**src/rtl/ram_arbiter.sv**
```systemverilog
// Round-robin arbiter sharing one single-port RAM between two requesters,
// with a zero-fill sweep sequenced after reset and on clr_req.
module ram_arbiter #(
    parameter int ADDR_W         = 4,
    parameter int DATA_W         = 8,
    parameter int DEPTH          = 16,
    parameter bit CLEAR_ON_RESET = 1'b1
) (
    input  logic              clk,
    input  logic              rst_n,
    input  logic              clr_req,
    output logic              busy,

    input  logic              req0_valid,
    output logic              req0_ready,
    input  logic              req0_we,
    input  logic [ADDR_W-1:0] req0_addr,
    input  logic [DATA_W-1:0] req0_wdata,
    output logic              rsp0_valid,
    output logic [DATA_W-1:0] rsp0_rdata,

    input  logic              req1_valid,
    output logic              req1_ready,
    input  logic              req1_we,
    input  logic [ADDR_W-1:0] req1_addr,
    input  logic [DATA_W-1:0] req1_wdata,
    output logic              rsp1_valid,
    output logic [DATA_W-1:0] rsp1_rdata,

    output logic              ram_we,
    output logic [ADDR_W-1:0] ram_addr,
    output logic [DATA_W-1:0] ram_din,
    output logic              ram_rst,
    input  logic [DATA_W-1:0] ram_dout
);
    typedef enum logic {S_CLEAR, S_SERVE} state_t;

    localparam state_t              RST_STATE = CLEAR_ON_RESET ? S_CLEAR : S_SERVE;
    localparam logic [ADDR_W-1:0]   LAST_ADDR = ADDR_W'(DEPTH - 1);

    state_t            state_q;
    logic [ADDR_W-1:0] cnt_q;
    logic              prio_q;      // 1 = port 1 preferred on a tie
    logic              rsp0_q, rsp1_q;

    logic clearing, serving, gnt0, gnt1;

    // Outputs are gated by rst_n so they sit idle for the whole reset pulse,
    // even though the state register already holds the post-release state.
    always_comb begin
        clearing = rst_n && (state_q == S_CLEAR);
        serving  = rst_n && (state_q == S_SERVE) && !clr_req;
        gnt0     = serving && req0_valid && (!req1_valid || !prio_q);
        gnt1     = serving && req1_valid && (!req0_valid ||  prio_q);
    end

    always_comb begin
        ram_we   = 1'b0;
        ram_addr = '0;
        ram_din  = '0;
        if (clearing) begin
            ram_we   = 1'b1;
            ram_addr = cnt_q;
        end else if (gnt0) begin
            ram_we   = req0_we;
            ram_addr = req0_addr;
            ram_din  = req0_wdata;
        end else if (gnt1) begin
            ram_we   = req1_we;
            ram_addr = req1_addr;
            ram_din  = req1_wdata;
        end
    end

    assign busy       = clearing;
    assign req0_ready = gnt0;
    assign req1_ready = gnt1;
    assign rsp0_valid = rsp0_q;
    assign rsp1_valid = rsp1_q;
    assign rsp0_rdata = ram_dout;
    assign rsp1_rdata = ram_dout;
    assign ram_rst    = 1'b0;

    always_ff @(posedge clk or negedge rst_n) begin
        if (!rst_n) begin
            state_q <= RST_STATE;
            cnt_q   <= '0;
            prio_q  <= 1'b0;
            rsp0_q  <= 1'b0;
            rsp1_q  <= 1'b0;
        end else begin
            rsp0_q <= gnt0 && !req0_we;
            rsp1_q <= gnt1 && !req1_we;
            if (gnt0) prio_q <= 1'b1;
            if (gnt1) prio_q <= 1'b0;
            case (state_q)
                S_CLEAR: begin
                    if (cnt_q == LAST_ADDR) begin
                        cnt_q   <= '0;
                        state_q <= S_SERVE;
                    end else begin
                        cnt_q <= cnt_q + 1'b1;
                    end
                end
                default: begin
                    if (clr_req) state_q <= S_CLEAR;
                end
            endcase
        end
    end
endmodule

```
**config.mk**
```make
export PLATFORM = sky130hd
export DESIGN_NAME = ram_arbiter
export DESIGN_NICKNAME = d
export VERILOG_FILES = /design/src/rtl/ram_arbiter.sv
export SDC_FILE = /design/constraint.sdc
export NUM_CORES = 1
export LEC_CHECK = 0
export ABC_AREA = 0
export CORE_ASPECT_RATIO = 1.75
export CORE_MARGIN = 5
export CORE_UTILIZATION = 30
export DETAILED_ROUTE_END_ITERATION = 16
export PLACE_DENSITY = 0.84
export REMOVE_ABC_BUFFERS = 1
export SETUP_SLACK_MARGIN = 0.4
export SLEW_MARGIN = 5
export SYNTH_ARGS = -nofsm -noshare
export SYNTH_HDL_FRONTEND = slang
export SYNTH_SLANG_ARGS = --single-unit
```
**constraint.sdc**
```tcl
create_clock -name clk -period 3.09 [get_ports clk]
set_input_delay 0.309 -clock clk [delete_from_list [all_inputs] [get_ports clk]]
set_output_delay 0.309 -clock clk [all_outputs]
set_load 0.01 [all_outputs]
```
# Word-level counts from Yosys, hierarchy flattened
# Index checks and enable logic that the tools add are counted.
[op_classes]
add_sub_neg = 1
n_eq_ne = 1
n_mux = 15
n_bitwise = 1
n_reduce_logical = 18
[op_table]
columns = ["operator", "n"]
rows = [
  ["8-bit two-way mux", 3],
  ["4-bit two-way mux", 4],
  ["1-bit logical AND", 9],
  ["1-bit two-way mux", 8],
  ["1-bit logical NOT", 6],
  ["4-bit by 1-bit adder with 4-bit output (second input constant)", 1],
  ["4-bit equality test (second input constant)", 1],
  ["1-bit logical OR", 2],
  ["2-bit nonzero test", 1],
  ["1-bit inverter", 1],
]
[word_totals]
reg_bits = 8
in_bits = 39
out_inout_bits = 35

# Longest topological paths before layout
[logic_depth]
word_depth = 7
ltp_mapped = 6
ltp_nobuf = 4

# Worst setup path after synthesis
# Ideal clock, no wire load.
[synth_path]
kind = "register to output"
from = "register state_q"
to = "output port ram_din[0]"
arrival_ns = 1.256
setup_slack_ns = 1.525
path_stages_with_launch = 7
n_path_buf = 3
cell_sequence = "dfrtp_1 buf_6 and3b_1 and3_1 buf_6 buf_6 a22o_1"
[synth_via]
elab_chain_cells = 7
[synth_rtl]
columns = ["element", "line", "source"]
rows = [
  ["from (decl)", "41", "state_t state_q;"],
  ["from (signal assigned)", "86", "state_q <= RST_STATE;"],
  ["from (signal assigned)", "100", "state_q <= S_SERVE;"],
  ["from (signal assigned)", "106", "if (clr_req) state_q <= S_CLEAR;"],
  ["1-bit logical AND (2 in series)", "52", "serving = rst_n && (state_q == S_SERVE) && !clr_req;"],
  ["1-bit logical AND (2 in series)", "54", "gnt1 = serving && req1_valid && (!req0_valid || prio_q);"],
  ["via req1_ready", "23", "output logic req1_ready,"],
  ["8-bit two-way mux", "68", "end else if (gnt1) begin"],
  ["8-bit two-way mux", "64", "end else if (gnt0) begin"],
  ["8-bit two-way mux", "61", "if (clearing) begin"],
  ["to (decl)", "32", "output logic [DATA_W-1:0] ram_din,"],
]
# The timed path passes the listed nets, and every way through them passes these cells.

# Final worst setup path
[layout_path]
from = "input port clr_req"
to = "output port ram_addr[1]"
[layout_via]
elab_chain_cells = 7
[layout_rtl]
columns = ["element", "line", "source"]
rows = [
  ["from (decl)", "11", "input logic clr_req,"],
  ["1-bit logical NOT *", "52", ""],
  ["1-bit logical AND *", "52", ""],
  ["1-bit logical AND (2 in series)", "54", ""],
  ["4-bit two-way mux", "68", ""],
  ["4-bit two-way mux *", "64", ""],
  ["4-bit two-way mux *", "61", ""],
  ["to (decl)", "31", "output logic [ADDR_W-1:0] ram_addr,"],
]
# Mark *: on every way between the ends. The rest lies on a longest branch, timed or not.

==> impl_metrics.ini <==
[cts]
cts_hold_buffers = 0
post-cts-setup-buffer-count = 0
cts_max_level = 1
cts_made_buffers = 3
tritoncts = yes
cts.clk_slew.worst_paths_ns = 0.04
ctsRootBufferMaster = sky130_fd_sc_hd__clkbuf_8
post_cts.resized_instances = 0
clk_latency_worst_skew_pair_ns = 0.23
maximum_number_of_buffers_from_clock_root_to_sink = 2
cts.sinks = 8

[placement]
place_inst = 124
finalWeightedCongestion = 0.650
place.detailed.hpwl_um = 1920
placement.io_buffers = 48
pre_cts_slack_ns = 0.508

[global_routing]
grt.total_usage_pct = 13.7
first_global_vias = 714
grt_max_degree = 16
initial_antenna_violation_count = 0
globalRouteOverflowTotal = 0
grt_pass1_wl_um = 3330

[sta]
worst_slew_margin_rel_pct = 66.2
setup_tns_ns = 0
finalSetupViolations = 0
fin_crit_sh_pct = 83.0
final_hold_violations = 0
postLayoutSetupSlackWorst_ns = 0.524
max_freq_mhz = 390
skew_ns = 0.00121
tightestPinTransition_ns = 0.508
slew_viol_final = 0
rsz_0062_raised_after_global_routing = false
finalWorstPathRequiredPeriod_ns = 2.57

[floorplanning]
floorplan.die.width_um = 46.5
design.die.area_um2 = 3440
placementRows = 23
die_h_um = 73.9
initial_core_util_pct = 30.8
coreArea_um2 = 2270
ios = 74

[critical_path]
worst_setup_path_startpoint = clr_req
crit_required_ns = 2.78
reg_to_reg_end = rsp1_valid$_DFF_PN0_
critical_path.max_fanout = 15
critical_path.max_stage_delay_ns = 0.54
critical_path.startpoint_type = primary input
timing.critical_path.slowest_stage_cell = sky130_fd_sc_hd__clkdlybuf4s50_1
cp_cell_sequence = clkdlybuf4s50_1, and3b_1, and3_1, a221o_1, clkdlybuf4s50_1
crit_path_end_kind = output pin
crit_buf_inv = 2
timing.critical_path.arrival_ns = 2.26
path_common_cell = sky130_fd_sc_hd__clkdlybuf4s50_1
rr_startpoint = state_q$_DFF_PN0_
worst-setup-path-type = primary input to output pin
timing.reg2reg.worst_path_depth = 3
worst-r2r-setup-slack_ns = 1.63
critical_path.top_delay_family = buffers and inverters

[finish]
final_layout_size_suffix_gt1_share_pct = 6.86
areaGrowthSynthToFinish_pct = 54.9
fillers = 206
area.sequential_um2 = 200
multiInputGateArea_um2 = 323
finalCoreUtilization_pct = 47.7
finalNonFillerCells = 127
layout.nets = 144
antenna_cells = 0
most_frequent_cells_in_the_layout = 48 x sky130_fd_sc_hd__clkdlybuf4s50_1, 8 x sky130_fd_sc_hd__a22o_1, 8 x sky130_fd_sc_hd__dfrtp_1
final_common_cell = sky130_fd_sc_hd__clkdlybuf4s50_1

[synthesis]
yosysUniqueCellTypes = 27
yosys_warnings = 0
yosys_register_bits = 8
synth_area_per_cell_um2 = 9.71
post_synth_inst_count = 72
synth_edf_count = 0
synth_seq_area_share_pct = 28.6
postSynth.topFlopCell = sky130_fd_sc_hd__dfrtp_1
share_of_flip_flops_with_an_asynchronous_set_or_reset_after_synthesis_pct = 100
mappedNetlistArea_um2 = 699

[drt]
route.detailed.drc = 0
drtAntennaViolNets = 0
route.vias.total = 704
drt-initial-drc-count = 8
routed_via_density = 5.54
drt-pass1-iter-count = 4
finalWirelength_um = 2250
drt-wirelength-per-cell_um = 17.7

[power_and_ir_drop]
powerDensity_nw_per_um2 = 539
static-leakage-power_nw = 0.454
ir_drop_mv = 0.261

[status]
outcome = finished clean

[run]
max_cap_violations = 0

[hold_path]
hold_path.class = primary input to asynchronous set/reset pin
==> synthesized netlist by cell type (all sizes together), types with 2 or more instances <==
cell	n	share of area [%]
a221o	5	7.2
a22o	8	10
and3	5	4.5
buf	21	25
dfrtp	8	29
nand2	2	1.1
nand2b	3	2.7
nor2b	2	1.8
==> metal layers <==
layer | global-route usage, % | wire [um]
met5 | 0 | 0
met4 | 8.23 | 55
met3 | 10.0 | 482
met2 | 22.7 | 1080
met1 | 10.7 | 636
==> state kept, by name, summed over array words and instances, names as in the netlist <==
register    count
cnt_q           4
prio_q          1
rsp0_valid      1
rsp1_valid      1
state_q         1
==> power by group <==
| group | total, W | switching [W] | internal, W |
|---|---|---|---|
| combinational | 0.000262 | 0.0000974 | 0.000164 |
| sequential | 0.000196 | 0.0000516 | 0.000145 |
| clock | 0.000126 | 0.0000417 | 0.0000844 |
| total | 0.000584 | 0.000191 | 0.000393 |
==> layout make-up <==
class | instances | area share (%)
multi-input cells | 42 | 29.8
clock buffers | 3 | 3.81
flip-flops and latches | 8 | 18.5
repair buffers | 49 | 45.0
well taps | 25 | 2.89
==> worst register-to-register path, cell delays in order (launching register included) <==
cell and delay [ns]:
sky130_fd_sc_hd__dfrtp_1 0.49, sky130_fd_sc_hd__and3b_1 0.22, sky130_fd_sc_hd__and3_1 0.48, sky130_fd_sc_hd__nor2b_1 0.20
==> stage by stage <==
| step | area, um^2 | total power (W) | hold slack [ns] |
|---|---|---|---|
| global placement | 1040 | 0.000442 | 0.490 |
| floorplan | 523 | 0.000326 | 0.0134 |
| global route | 1080 | 0.000624 | 0.419 |
| detailed placement | 1040 | 0.000462 | 0.515 |
| finish | 1080 | 0.000584 | 0.404 |
| CTS | 1080 | 0.000592 | 0.396 |
==> worst max path at each step <==
stage / to / slack [ns] / cells after the start
3_5_place_dp: ram_addr[1] / 0.51 / 5
4_1_cts: ram_addr[1] / 0.50 / 5
5_1_grt: ram_addr[0] / 0.43 / 5
2_1_floorplan: ram_addr[0] / 1.48 / 3
6_report: ram_addr[1] / 0.52 / 5
3_3_place_gp: ram_addr[1] / 0.59 / 5
==> cells by family after synthesis <==
| kind of cell | after synthesis | synth area share [%] |
|---|---|---|
| xor+xnor | 1 | 1.25 |
| buf+inv | 22 | 25.2 |
| mux | 2 | 3.04 |
| compound gates | 18 | 21.6 |
| fa+ha+maj | 1 | 1.79 |
| simple gates | 19 | 17.9 |
| flops | 8 | 28.6 |
| other cells | 1 | 0.536 |
Note: power is estimated with default switching activity, not from simulation.
